File: src/rtl/cpu_pkg.sv
// Shared CPU definitions: opcode constants, the bubble word and the fetch FSM state type.
package cpu_pkg;

    localparam logic [4:0]  OP_HALT  = 5'b00000;
    localparam logic [4:0]  OP_NOP   = 5'b00001;
    localparam logic [4:0]  OP_JAL   = 5'b11000;
    localparam logic [4:0]  OP_JALR  = 5'b11001;

    localparam logic [15:0] NOP_WORD = 16'h0800;
    localparam logic [15:0] PC_RESET = 16'h0000;

    typedef enum logic [1:0] {
        FETCH   = 2'd0,
        WAIT    = 2'd1,
        DISCARD = 2'd2,
        HALT    = 2'd3
    } fetch_state_t;

    // Sequential PC step; 16-bit arithmetic wraps 16'hFFFE -> 16'h0000.
    function automatic logic [15:0] pc_inc(input logic [15:0] i_pc);
        return i_pc + 16'd2;
    endfunction

endpackage

File: src/rtl/ifid_skid.sv
// One-entry skid buffer catching an instruction that completes while decode is stalled.
module ifid_skid (
    input  logic        clk,
    input  logic        rst,
    input  logic        i_load,
    input  logic        i_drain,
    input  logic        i_clear,
    input  logic [15:0] i_ins,
    input  logic [15:0] i_pc2,
    output logic [15:0] o_ins,
    output logic [15:0] o_pc2,
    output logic        o_full
);

    logic        r_full;
    logic [15:0] r_ins;
    logic [15:0] r_pc2;

    always_ff @(posedge clk) begin
        if (rst || i_clear)
            r_full <= 1'b0;
        else if (i_load)
            r_full <= 1'b1;
        else if (i_drain)
            r_full <= 1'b0;
    end

    // Payload carries no reset; it is only observed while r_full is set.
    always_ff @(posedge clk) begin
        if (i_load) begin
            r_ins <= i_ins;
            r_pc2 <= i_pc2;
        end
    end

    assign o_ins  = r_ins;
    assign o_pc2  = r_pc2;
    assign o_full = r_full;

endmodule

File: src/rtl/fetch_ifid_ctrl.sv
// Fetch-stage controller: owns the PC, talks to a req/done instruction memory and
// holds the IF/ID latch, honouring stall/flush from the hazard unit and stopping on HALT.
module fetch_ifid_ctrl
    import cpu_pkg::*;
#(
    parameter logic [15:0] RESET_PC = PC_RESET,
    parameter logic [15:0] NOP_INS  = NOP_WORD,
    parameter logic [4:0]  HALT_OP  = OP_HALT
) (
    input  logic        clk,
    input  logic        rst,
    input  logic        stall_decode,
    input  logic        flush_fetch,
    input  logic [15:0] branch_target,
    output logic        imem_rd,
    output logic [15:0] imem_addr,
    input  logic [15:0] imem_data,
    input  logic        imem_done,
    output logic [15:0] if_id_ins,
    output logic [15:0] if_id_pc2,
    output logic        if_id_valid,
    output logic [15:0] pc,
    output logic        halted
);

    fetch_state_t r_state;
    fetch_state_t w_state_nxt;

    logic [15:0] r_pc;
    logic [15:0] r_ins;
    logic [15:0] r_pc2;
    logic        r_vld;
    logic        r_halted;
    logic [15:0] r_kill_addr;

    logic        w_skid_full;
    logic [15:0] w_skid_ins;
    logic [15:0] w_skid_pc2;

    logic        w_req_fetch;
    logic        w_accept;
    logic        w_outstanding;
    logic        w_drain;
    logic        w_skid_load;
    logic        w_load_ifid;
    logic [15:0] w_new_ins;
    logic [15:0] w_new_pc2;
    logic        w_is_halt;

    // A new request leaves FETCH only when decode can take it and the skid is free.
    assign w_req_fetch   = (r_state == FETCH) && !stall_decode && !w_skid_full;
    assign w_accept      = imem_done && (w_req_fetch || (r_state == WAIT));
    assign w_outstanding = !imem_done &&
                           (w_req_fetch || (r_state == WAIT) || (r_state == DISCARD));
    assign w_drain       = (r_state == FETCH) && w_skid_full && !stall_decode && !flush_fetch;
    assign w_skid_load   = w_accept && stall_decode && !flush_fetch;
    assign w_load_ifid   = ((w_accept && !stall_decode) || w_drain) && !flush_fetch;
    assign w_new_ins     = w_drain ? w_skid_ins : imem_data;
    assign w_new_pc2     = w_drain ? w_skid_pc2 : pc_inc(r_pc);
    assign w_is_halt     = (w_new_ins[15:11] == HALT_OP);

    always_comb begin
        imem_rd   = 1'b0;
        imem_addr = r_pc;
        case (r_state)
            FETCH:   imem_rd = w_req_fetch;
            WAIT:    imem_rd = 1'b1;
            DISCARD: begin
                imem_rd   = 1'b1;
                imem_addr = r_kill_addr;
            end
            default: imem_rd = 1'b0;
        endcase
        if (rst)
            imem_rd = 1'b0;
    end

    always_comb begin
        w_state_nxt = r_state;
        if (flush_fetch) begin
            w_state_nxt = w_outstanding ? DISCARD : FETCH;
        end else begin
            case (r_state)
                FETCH: begin
                    if (w_load_ifid && w_is_halt)
                        w_state_nxt = HALT;
                    else if (w_req_fetch && !imem_done)
                        w_state_nxt = WAIT;
                end
                WAIT: begin
                    if (imem_done)
                        w_state_nxt = (w_load_ifid && w_is_halt) ? HALT : FETCH;
                end
                DISCARD: begin
                    if (imem_done)
                        w_state_nxt = FETCH;
                end
                default: w_state_nxt = HALT;
            endcase
        end
    end

    always_ff @(posedge clk) begin
        if (rst)
            r_state <= FETCH;
        else
            r_state <= w_state_nxt;
    end

    always_ff @(posedge clk) begin
        if (rst) begin
            r_pc     <= RESET_PC;
            r_ins    <= NOP_INS;
            r_pc2    <= 16'h0000;
            r_vld    <= 1'b0;
            r_halted <= 1'b0;
        end else if (flush_fetch) begin
            r_pc     <= branch_target;
            r_ins    <= NOP_INS;
            r_pc2    <= 16'h0000;
            r_vld    <= 1'b0;
            r_halted <= 1'b0;
        end else begin
            if (w_accept)
                r_pc <= pc_inc(r_pc);
            if (w_load_ifid) begin
                r_ins <= w_new_ins;
                r_pc2 <= w_new_pc2;
                r_vld <= 1'b1;
                if (w_is_halt)
                    r_halted <= 1'b1;
            end else if ((r_state == HALT) && !stall_decode) begin
                r_ins <= NOP_INS;
                r_pc2 <= 16'h0000;
                r_vld <= 1'b0;
            end
        end
    end

    // Remember which address the killed access was on so DISCARD keeps it stable.
    always_ff @(posedge clk) begin
        if (flush_fetch && (r_state != DISCARD))
            r_kill_addr <= r_pc;
    end

    ifid_skid u_skid (
        .clk     (clk),
        .rst     (rst),
        .i_load  (w_skid_load),
        .i_drain (w_drain),
        .i_clear (flush_fetch),
        .i_ins   (imem_data),
        .i_pc2   (pc_inc(r_pc)),
        .o_ins   (w_skid_ins),
        .o_pc2   (w_skid_pc2),
        .o_full  (w_skid_full)
    );

    assign if_id_ins   = r_ins;
    assign if_id_pc2   = r_pc2;
    assign if_id_valid = r_vld;
    assign pc          = r_pc;
    assign halted      = r_halted;

endmodule
File: config.mk
export PLATFORM = sky130hd
export DESIGN_NAME = fetch_ifid_ctrl
export DESIGN_NICKNAME = d
export VERILOG_FILES = /design/src/rtl/cpu_pkg.sv /design/src/rtl/ifid_skid.sv /design/src/rtl/fetch_ifid_ctrl.sv
export SDC_FILE = /design/constraint.sdc
export NUM_CORES = 1
export LEC_CHECK = 0
export ABC_CLOCK_PERIOD_IN_PS = 3000
export BUFFER_PORTS_ARGS = -buffer_cell sky130_fd_sc_hd__buf_2
export CORE_ASPECT_RATIO = 2
export CORE_UTILIZATION = 54
export CTS_CLUSTER_DIAMETER = 50
export DETAILED_ROUTE_END_ITERATION = 7
export GPL_ROUTABILITY_DRIVEN = 0
export PLACE_DENSITY_LB_ADDON = 0.1
export SETUP_SLACK_MARGIN = 0.15
export SLEW_MARGIN = 20
export SYNTH_ARGS = -nofsm -noshare
export SYNTH_HDL_FRONTEND = slang
export SYNTH_SLANG_ARGS = --single-unit
File: constraint.sdc
create_clock -name clk -period 3 [get_ports clk]
set_clock_uncertainty 0.05 [all_clocks]
set_input_delay 0.6 -clock clk [delete_from_list [all_inputs] [get_ports clk]]
set_output_delay 0.6 -clock clk [all_outputs]
set_load 0.01 [all_outputs]
## Yosys cells after proc, flatten, opt, wreduce, memory -nomap -nowiden

Cells that the tools add are included.

| cells by class | value |
|---|---|
| add/sub/neg operators | 1 |
| equal/unequal tests | 7 |
| multiplexer cells | 23 |
| reductions and logical operators | 32 |

Operators by type and width:

| kind | count |
|---|---|
| $mux W16 | 9 |
| $add A16 B2 Y16 const B | 1 |
| $logic_and A1 B1 Y1 | 15 |
| $mux W2 | 7 |
| $ne A3 B3 Y1 const B | 2 |
| $pmux W2 S3 | 1 |
| $reduce_bool A2 Y1 | 3 |
| $logic_not A5 Y1 | 1 |
| $mux W1 | 5 |
| $eq A2 B2 Y1 const B | 2 |
| $logic_not A1 Y1 | 4 |
| $logic_or A1 B1 Y1 | 4 |
| $ne A4 B2 Y1 const B | 1 |
| $reduce_or A2 Y1 | 2 |
| $reduce_and A3 Y1 | 1 |
| $eq A2 B1 Y1 const B | 1 |
| $logic_not A2 Y1 | 1 |
| $ne A2 B2 Y1 const B | 1 |
| $pmux W1 S2 | 1 |
| $reduce_and A2 Y1 | 1 |

| word-level totals | value |
|---|---|
| flip-flop bits (word level) | 101 |
| input bits | 37 |
| output and inout bits | 67 |
| logic and storage cells | 73 |

## Logic depth before layout (Yosys ltp)

Gate-level depths: netlist (run 1).

| depth | value |
|---|---|
| depth in word-level cells | 13 |
| depth in mapped cells | 10 |
| mapped depth without buffers | 7 |

## Hierarchy

From an unflattened synthesis (run 1), not the netlist that was laid out.

| unflattened totals | value |
|---|---|
| cells, all modules | 440 |
| area total of the unflattened synthesis | 4485.6 um2 |

Modules (own cells, without submodules):

| module | instances | cells each | area an instance (um2) | seq. area each (um2) |
|---|---|---|---|---|
| fetch_ifid_ctrl | 1 | 404 | 3479.6 | 1521.5 |
| ifid_skid | 1 | 36 | 1006.0 | 980.9 |

## Worst setup path before layout (run 1)

OpenSTA, ideal clock, no wires.

| path | value |
|---|---|
| path kind | input port to flip-flop |
| start point | in imem_done |
| end point | reg u_skid.r_ins[0] (netlist: u_skid.o_ins[0]), enable pin |
| library setup time | 421 ps |
| arrival | 2237 ps |
| required time | 2529 ps |
| setup slack | 292 ps |
| stages on the path | 3 |
| path buffers | 1 |
| cell sequence | buf_2 -> nand3_1 -> nor2_1 |

| on the way | value |
|---|---|
| longest elaborated chain between the ends | 3 |

RTL lines:

| element | line | RTL |
|---|---|---|
| start: declaration | fetch_ifid_ctrl.sv:18 | `input logic imem_done,` |
| $logic_and A1 B1 Y1 | fetch_ifid_ctrl.sv:52 | `assign w_accept = imem_done && (w_req_fetch \|\| (r_state == WAIT));` |
| $logic_and A1 B1 Y1 (2 in a row) | fetch_ifid_ctrl.sv:56 | `assign w_skid_load = w_accept && stall_decode && !flush_fetch;` |
| net u_skid.i_load | ifid_skid.sv:5 | `input logic i_load,` |
| end signal: assignment | ifid_skid.sv:31 | `r_ins <= i_ins;` |
| end: declaration | ifid_skid.sv:16 | `logic [15:0] r_ins;` |

The timed path passes the listed nets, and every way through them passes these cells.
A chain may end at the register's enable or synchronous reset.

## Final worst setup path (run 1)

| path | value |
|---|---|
| start point | reg r_state[1] |
| end point | out imem_rd |

| on the way | value |
|---|---|
| longest elaborated chain between the ends | 5 |
| elaborated cells between the ends (all ways) | 8 |
| classes of those cells | eq/ne: 2; mux: 2; reduce/logical: 4 |

RTL lines:

| element | line | RTL |
|---|---|---|
| start: declaration | fetch_ifid_ctrl.sv:26 | `fetch_state_t r_state;` |
| start signal: assignment | fetch_ifid_ctrl.sv:107 | `r_state <= w_state_nxt;` |
| $logic_not A2 Y1 | fetch_ifid_ctrl.sv:51, fetch_ifid_ctrl.sv:65 |  |
| $logic_and A1 B1 Y1 (2 in a row) | fetch_ifid_ctrl.sv:51 | `assign w_req_fetch = (r_state == FETCH) && !stall_decode && !w_skid_full;` |
| $pmux W1 S2 * | fetch_ifid_ctrl.sv:65 | `case (r_state)` |
| $mux W1 * | fetch_ifid_ctrl.sv:74 | `if (rst)` |
| end: declaration | fetch_ifid_ctrl.sv:15 | `output logic imem_rd,` |

Mark *: on every way between the ends. The rest lies on a longest branch, timed or not.

==> impl_results.md, run 1 <==
* Final core utilization at 0.671
* Setup crit end: imem_rd
* # diodes at 0
* Critical path class: reg -> out
* Slowest stage delay, CP at between 400 and 500 ps
* Post-synth EDFFs at 48
* DP HPWL at around 7.6 mm
* Via count at 3447
* Primary FF master, synth: dfxtp_1
* Worst-path cell chain: inv_1, ha_1, nor3b_4, nor2_1, nor3_1, buf_2
* Clk sink count at 101
* RSZ-0062 raised after global routing: false
* M2 GR Usage at 0.457
* Die X at 66.4 µm
* Async S/R FF share, synth at 0
* Final #Nets at 530
* Unique masters post-synth at 48
* Power Density at approximately 580 nW/µm²
* Synth-to-Final Area Change at 19.7%
* Num CTS Buffers at 9
* Max-cap viol count at 0
* Total routed wirelength at around 10 mm
* WL/cell at ~18 µm
* Iter 0 DRT Violations at roughly 260
* Max Fclk at ~0.39 GHz
* Top delay family on crit path: simple AND/OR/NAND/NOR gates
* Vias in the first global route at roughly 3300
* # setup viols final at 0
* Status: completed
* First-pass GRT wire length at 16.1 mm
* Grt ovf at 0
* Arr. time, crit path at roughly 1900 ps
* WP data required at 2350 ps
* Share of layout cells above drive strength 1 at 0.348
* Leak at ~2.1 nW
* Largest net degree at the start of global routing at 29
* Yosys reg bits at between 100 and 150
* Synth Area per Inst at between 10 and 15 µm²
* Die Ht at ~130 µm
* Crit path launch type: flip-flop
* Total track usage at 0.250
* Worst reg2reg path depth at 7
* CORE AREA at 8000 µm²
* Critical Path Sink Type: output port
* Crit path from: r_state[1]
* CTS clk-pin slew, worst paths at around 70 ps
* Via density at between 5 and 6
* CP Max Fanout at 7
* Antenna Nets Post-Route at 0
* Met3 global-route usage at 0.0556
* Die area at between 8000 and 9000 µm²
* Final cycle utilization of the critical path at 0.853
* Placed Instances at 572
* Min cycle time layout at around 2600 ps
* Sequential cell area fraction in the yosys report at 0.558
* Root buffer cell: clkbuf_16
* Post-DP Area at just over 5000 µm²
* # DRC at 0
* Initial antenna violation count at 0
* IO Port Bufs at roughly 100
* Slew @ Worst Pin at approximately 610 ps
* CP max stage cell: nor3b_4
* VDD IR max at 461 µV
* Worst reg2reg setup slack at a little under 600 ps
* CTS H-tree depth at 3
* I/O Pins at approximately 100
* Synthesis warning total at 0
* Design Area, Final at 5370 µm²
* TritonCTS clock tree: built
* Initial DRT Pass Iterations at 5
* Worst reg2reg path endpoint: if_id_ins[8]
* HP Class: in -> reg
* Syn Nets at 439
* Buffers & Inverters on Critical Path at 2
* Cts hold-fix bufs at 0
* Met1 Resource Use GR at 0.265
* Post-synthesis cell count at 396
* Hold Violations, Final at 0
* Worst path depth at 6
* Final std cells w/o fill at just under 600
* Max Slew Vio Count at 0
* Initial Util at 0.560
* Cell row count at 46
* Synthesized area at between 4000 and 5000 µm²
* Setup TNS at 0 ps
* Global route hottest layer: met2
* Relative slew slack at 0.593
* CTS Buffer Depth at 2
* Worst flop-to-flop path startpoint: r_state[1]
* Worst-Skew Late Latency at roughly 350 ps
## cell usage in the layout, fill, tap and decap left out, types with 2 or more instances in the layout
cell and n:
buf_2 103, dfxtp_1 53, edfxtp_1 48, nor2_1 46, mux2_2 32, nand2_1 24, a22oi_1 18, xnor2_1 17
a21oi_1 15, a222oi_1 13, o21ai_0 10, clkbuf_16 10, nand3_1 9, buf_4 9, inv_1 7, nor3_1 7
or3_1 6, a311oi_1 5, ha_1 5, nand4_1 4, xor2_1 4, mux2i_1 4, and4_1 3, a211oi_1 3
and3_1 2, or4_1 2, a211oi_2 2, o31ai_1 2, nand2b_1 2, o211ai_1 2, clkinvlp_4 2
## sequential cells by signal (all words and copies together), names as in the netlist
register and count:
halted 1, if_id_ins 16, if_id_pc2 16, if_id_valid 1, pc 16, r_kill_addr 16, r_state 2, u_skid.o_full 1
u_skid.o_ins 16, u_skid.o_pc2 16
## metal layers
metal / share of wire / wire length (µm) / vias up
met5: 0 / 0 / -
met4: 0.029 / 306 / 0
li1: - / - / 1654
met1: 0.38 / 3970 / 1644
met2: 0.55 / 5710 / 126
met3: 0.046 / 483 / 23
## report_power, final
part,internal (mW),switching [mW]
sequential,1.50,0.0474
combinational,0.148,0.198
clock,0.708,0.524
## synth_stat cells, types with 3 or more instances
| library cell | n | share of area |
|---|---|---|
| clkbuf_1 | 13 | 0.011 |
| a311oi_1 | 5 | 0.0098 |
| mux2_2 | 32 | 0.080 |
| edfxtp_1 | 48 | 0.32 |
| nor2_1 | 47 | 0.039 |
| nand4_1 | 4 | 0.0056 |
| and4_1 | 3 | 0.0059 |
| dfxtp_1 | 53 | 0.24 |
| mux2i_1 | 4 | 0.0089 |
| xor2_1 | 4 | 0.0078 |
| nor3_1 | 7 | 0.0078 |
| xnor2_1 | 17 | 0.033 |
| a22oi_1 | 18 | 0.030 |
| nand3_1 | 9 | 0.010 |
| ha_1 | 6 | 0.017 |
| a222oi_1 | 13 | 0.029 |
| nand2_1 | 24 | 0.020 |
| inv_1 | 7 | 0.0059 |
| a21oi_1 | 16 | 0.018 |
| or3_1 | 6 | 0.0084 |
| buf_2 | 15 | 0.017 |
| a211oi_1 | 3 | 0.0050 |
| o21ai_0 | 10 | 0.011 |
## worst register-to-register path, cell delays in order, from the launching register on
cell and delay (ps):
dfxtp_1 350, inv_1 130, ha_1 290, and4bb_1 460
buf_4 400, mux2_2 400, a22oi_1 160, nor2_1 60
## how the worst min path moves through the flow
stage / depth (start not counted) / start / endpoint / slack, ps
final: 1 / imem_data[4] / u_skid.o_ins[4] / 390
after global routing: 1 / imem_data[4] / u_skid.o_ins[4] / 370
after CTS: 1 / imem_data[4] / u_skid.o_ins[4] / 380
after detailed placement: 2 / halted / halted / 390
after global placement: 2 / halted / halted / 380
after floorplan: 2 / u_skid.o_pc2[0] / if_id_pc2[0] / 410
## cells by family after synthesis
| group | after synthesis | synth area share |
|---|---|---|
| AOI/OAI and AO/OA | 79 | 0.131 |
| xor gates and xnor gates | 21 | 0.0410 |
| muxes | 36 | 0.0893 |
| and+or+nand+nor | 113 | 0.122 |
| buffers and inverters | 40 | 0.0419 |
| DFF | 101 | 0.558 |
| adders and majority gates | 6 | 0.0167 |
## cell type report
cell class / count / area (µm²)
inverter: 8 / 30.0
sequential: 101 / 2500
timing repair buffer: 112 / 583
clock inverter: 6 / 78.8
multi-input combinational: 255 / 1800
tap: 96 / 120
fill: 643 / 2630
clock buffer: 10 / 250
## stage by stage
stage          power, mW  hold slack (ps)  setup WS, ps
6_report            3.12              390           442
5_1_grt             3.24              374           214
4_1_cts             3.15              380           184
3_5_place_dp        1.92              390           544
3_3_place_gp        1.91              383           609
2_1_floorplan       1.79              407           292
## repair_timing
item                       CTS  global route
setup endpoints to repair    0            15
resized for setup            0             1
setup buffers                0             0
(Power assumes the default switching activity.)
==> run 2: changes to the inputs <==
Settings changed: CORE_UTILIZATION 54 to 45, HOLD_SLACK_MARGIN set to 0.08.
==> impl_results.md, run 2 (synthesis gave the netlist of run 1 again) <==
* Status: completed
* Comb pwr share at 0.114 (+0.003)
* Iter 0 DRT Violations at 196 (-23%)
* VDD IR max at 304 µV (-34%)
* Fillcell total at 896 (+39%)
* Max Slew Vio Count at 0 (unchanged)
* IO Port Bufs at 103 (unchanged)
* Worst reg2reg setup slack at 570 ps (about the same)
* Total routed wirelength at 10.3 mm (-1.4%)
* Worst reg2reg path depth at 8 (+1)
* Hold Violations, Final at 0 (unchanged)
* CTS H-tree depth at 3 (unchanged)
* Leak at 2.09 nW (-0.59%)
* # diodes at 0 (unchanged)
* Worst reg2reg path endpoint: r_state[0]
* Most common cell after layout, fill and taps aside: buf_2
* Via count at 3387 (-1.7%)
* Final core utilization at 0.554 (-0.117)
* Power Density at 555 nW/µm² (-4.7%)
* Synth-to-Final Area Change at 19.8% (about the same)
* DP HPWL at 7.58 mm (about the same)
* Dpl ws at 508 ps (-35.5 ps)
* Final cycle utilization of the critical path at 0.852 (about the same)
* Min cycle time layout at 2560 ps (-2.25 ps)
* Antenna Nets Post-Route at 0 (unchanged)
* Die area at 10400 µm² (+20%)
* RSZ-0062 raised after global routing: false
* Max Fclk at 0.391 GHz (about the same)
* Arr. time, crit path at 1910 ps (about the same)
* Reg power frac at 0.518 (+0.023)
* First-pass GRT wire length at 16.3 mm (+1.3%)
* Initial Util at 0.462 (-0.0982)
* Critical Path Sink Type: output port
* Cts hold-fix bufs at 0 (unchanged)
* NetSw at 0.726 mW (-5.7%)
* Initial antenna violation count at 0 (unchanged)
* # DRC at 0 (unchanged)
* Worst hold margin at 395 ps (+5.80 ps)
* Multi-input gate area at 1800 µm² (unchanged)
* Setup WS post-layout at 444 ps (+2.25 ps)
* CORE AREA at 9700 µm² (+21%)
* TritonCTS clock tree: built
* # setup viols final at 0 (unchanged)
* Root buffer cell: clkbuf_16
* CP Max Fanout at 7 (unchanged)
* Largest net degree at the start of global routing at 34 (+17%)
* Vias in the first global route at 3300 (-0.54%)
* Worst hold stages at 2 (+1)
* WL/cell at 16.5 µm (-7.1%)
* Via density at 5.43 (-7.4%)
* Max-cap viol count at 0 (unchanged)
* Clock network power share at 0.367 (-0.028)
* Grt ovf at 0 (unchanged)
* CTS Buffer Depth at 2 (unchanged)
* Final #Nets at 530 (unchanged)
* Crit path launch type: flip-flop
* Die Ht at 143 µm (+9.4%)
* Die X at 72.6 µm (+9.3%)
* CTS clk-pin slew, worst paths at 70 ps (about the same)
* Hold worst-path end: halted
* Num CTS Buffers at 9 (unchanged)
* WP data required at 2350 ps (about the same)
* Slew @ Worst Pin at 808 ps (+200 ps)
* Pint at 2.25 mW (-4.3%)
* Clk sink count at 101 (unchanged)
* Cell row count at 51 (+11%)
* Share of layout cells above drive strength 1 at 0.346 (-0.00203)
* Seq. cell area at 2500 µm² (unchanged)
* Initial DRT Pass Iterations at 5 (unchanged)
* Worst-Skew Late Latency at 340 ps (about the same)
* Worst flop-to-flop path startpoint: r_state[1]
* Worst hold path startpoint: halted
* Total track usage at 0.206 (-0.0439)
* Critical path class: reg -> out
* I/O Pins at 104 (unchanged)
* HP Class: reg -> reg
* Sw frac at 0.244 (-0.00266)
* Setup TNS at 0 ps (unchanged)
* Commonest cells after routing, fill and taps aside: 103 x buf_2, 53 x dfxtp_1, 48 x edfxtp_1
* Relative slew slack at 0.461 (-0.132)
==> run 2: cell count changes in the layout (fill, tap and decap cells not counted) <==
cell,before,now
clkinv_8,1,0
clkinv_2,0,1
clkinvlp_4,2,1
clkbuf_16,10,9
clkinv_1,0,1
bufinv_16,1,0
clkbuf_8,0,2
==> run 2: metrics by stage <==
step                std cells  instance area, µm²  total power, mW
floorplan                 396                4480             1.79
global placement          608                5080             1.91
detailed placement        608                5080             1.92
CTS                       624                5370             3.01
global route              624                5370             3.11
finish                    624                5370             2.98
==> run 2: layout make-up <==
| cell class | instances | share of cell area |
|---|---|---|
| tap | 132 | 0.0308 |
| clock inverter | 5 | 0.00629 |
| multi-input combinational | 255 | 0.336 |
| clock buffer | 11 | 0.0471 |
| sequential | 101 | 0.466 |
| timing repair buffer | 112 | 0.109 |
| inverter | 8 | 0.00559 |
==> run 2: worst max-delay path: stages (launching register included) <==
cell and delay, ps:
dfxtp_1 340, inv_1 130, ha_1 280, nor3b_4 410, nor2_1 70, nor3_1 160, buf_2 170
==> run 2: power by group through the flow <==
| stage | clock, mW | sequential, mW | combinational [mW] |
|---|---|---|---|
| after floorplan | 0 | 1.56 | 0.228 |
| after global placement | 0 | 1.57 | 0.339 |
| after detailed placement | 0 | 1.57 | 0.343 |
| after CTS | 1.12 | 1.54 | 0.345 |
| after global routing | 1.18 | 1.55 | 0.376 |
| final | 1.09 | 1.54 | 0.341 |
==> run 2: how the worst max path moves through the flow <==
| stage | from | endpoint | slack [ps] | cells after the start |
|---|---|---|---|---|
| after floorplan | imem_done | u_skid.o_ins[0] | 290 | 3 |
| after global placement | stall_decode | r_state[0] | 580 | 6 |
| after detailed placement | imem_done | if_id_ins[1] | 510 | 7 |
| after CTS | r_state[0] | imem_addr[11] | 190 | 4 |
| after global routing | r_state[1] | imem_rd | 340 | 6 |
| final | r_state[1] | imem_rd | 440 | 6 |
==> run 2: metal layers <==
layer  GRT usage  wire length (µm)
met5           0                 0
met4      0.0743               106
met3      0.0388               392
met2       0.383              5710
met1       0.226              4110
==> run 2: repair_timing <==
action | 4_1_cts | 5_1_grt
buffers inserted | 0 | 0
setup endpoints to repair | 0 | 14
gates resized for setup | 0 | 1
==> run 3: changes to the inputs <==
Settings changed: MAX_ROUTING_LAYER set to met4.
==> impl_results.md, run 3 (synthesis gave the netlist of run 1 again) <==
* I/O Pins at 104 (unchanged)
* CP Max Fanout at 7 (unchanged)
* VDD IR max at 303 µV (about the same)
* Slew @ Worst Pin at 801 ps (-7.53 ps)
* Leak at 2.09 nW (unchanged)
* Via count at 3392 (+0.15%)
* Final cycle utilization of the critical path at 0.855 (+0.00343)
* Clk sink count at 101 (unchanged)
* Synth-to-Final Area Change at 19.8% (unchanged)
* Antenna Nets Post-Route at 0 (unchanged)
* Max-cap viol count at 0 (unchanged)
* Max Fclk at 0.390 GHz (-0.40%)
* Worst-Skew Late Latency at 340 ps (about the same)
* Hold Violations, Final at 0 (unchanged)
* Total track usage at 0.213 (+0.00664)
* IO Port Bufs at 103 (unchanged)
* Max Slew Vio Count at 0 (unchanged)
* Root buffer cell: clkbuf_16
* Worst hold stages at 2 (unchanged)
* Relative slew slack at 0.466 (+0.00502)
* Vias in the first global route at 3298 (-0.061%)
* Initial Util at 0.462 (unchanged)
* CORE AREA at 9700 µm² (unchanged)
* # setup viols final at 0 (unchanged)
* Total routed wirelength at 10.3 mm (+0.14%)
* Arr. time, crit path at 1920 ps (about the same)
* Die X at 72.6 µm (unchanged)
* Most common cell after layout, fill and taps aside: buf_2
* Fillcell total at 896 (unchanged)
* HP Class: reg -> reg
* TritonCTS clock tree: built
* WL/cell at 16.6 µm (+0.14%)
* Die Ht at 143 µm (unchanged)
* Share of layout cells above drive strength 1 at 0.346 (unchanged)
* DP HPWL at 7.58 mm (unchanged)
* Grt ovf at 0 (unchanged)
* Min cycle time layout at 2570 ps (+10.3 ps)
* RSZ-0062 raised after global routing: false
* Commonest cells after routing, fill and taps aside: 103 x buf_2, 53 x dfxtp_1, 48 x edfxtp_1
* Initial DRT Pass Iterations at 7 (+2)
* Worst reg2reg path depth at 8 (unchanged)
* WP data required at 2350 ps (about the same)
* CTS clk-pin slew, worst paths at 70 ps (about the same)
* Iter 0 DRT Violations at 218 (+11%)
* CTS Buffer Depth at 2 (unchanged)
* # DRC at 0 (unchanged)
* First-pass GRT wire length at 16.3 mm (+0.26%)
* Critical Path Sink Type: output port
* Largest net degree at the start of global routing at 34 (unchanged)
* Setup TNS at 0 ps (unchanged)
* Setup Fix Bufs, Post-CTS at 0 (unchanged)
* Num CTS Buffers at 9 (unchanged)
* Status: completed
* Initial antenna violation count at 0 (unchanged)
* Die area at 10400 µm² (unchanged)
* Power Density at 555 nW/µm² (about the same)
* Multi-input gate area at 1800 µm² (unchanged)
* Cell row count at 51 (unchanged)
* Design Area, Final at 5370 µm² (unchanged)
* Crit path launch type: flip-flop
* # diodes at 0 (unchanged)
* Final #Nets at 530 (unchanged)
* Via density at 5.44 (+0.15%)
* Seq. cell area at 2500 µm² (unchanged)
* Critical path class: reg -> out
* CTS H-tree depth at 3 (unchanged)
* Post-DP Area at 5080 µm² (unchanged)
[run 3: cell counts in the layout (fill, tap and decap cells not counted)]
No cell type changed its count.
[run 3: cell type report]
type	count	area share
tap	132	0.0308
inverter	8	0.00559
sequential	101	0.466
clock inverter	5	0.00629
timing repair buffer	112	0.109
clock buffer	11	0.0471
multi-input combinational	255	0.336
[run 3: final timing paths]
check	startpoint	endpoint	slack [ps]
min	halted	halted	400
min reg2reg	halted	halted	400
max reg2reg	r_state[1]	r_state[0]	580
max	r_state[1]	imem_rd	430
[run 3: through the flow]
step / utilization / hold slack (ps) / cells / power (mW) / worst slack (ps)
after CTS: 0.553 / 385 / 624 / 3.01 / 187
after global routing: 0.554 / 383 / 624 / 3.11 / 336
after detailed placement: 0.524 / 390 / 608 / 1.92 / 508
after global placement: 0.524 / 384 / 608 / 1.91 / 583
after floorplan: - / 407 / 396 / 1.79 / 292
final: 0.554 / 395 / 624 / 2.98 / 434
[run 3: repair_timing]
action	4_1_cts	5_1_grt
hold buffers	0	0
endpoints found under the setup margin	0	14
endpoints found under the hold margin	0	0
resized for setup	0	1
[run 3: worst max-delay path, stage by stage, from the launching register on]
cell and delay (ps):
dfxtp_1 340, inv_1 130, ha_1 280, nor3b_4 420
nor2_1 70, nor3_1 170, buf_2 170
[run 3: where the power goes]
part	switching (mW)	total, mW	internal [mW]
logic	0.194	0.341	0.147
registers	0.0459	1.54	1.50
clock network	0.486	1.09	0.608
[run 3: metal layers]
| metal | share of wire | up-vias | global-route usage |
|---|---|---|---|
| li1 | - | 1656 | - |
| met3 | 0.043 | 9 | 0.0452 |
| met1 | 0.40 | 1634 | 0.227 |
| met5 | 0 | - | - |
| met2 | 0.55 | 93 | 0.383 |
| met4 | 0.011 | 0 | 0.0681 |
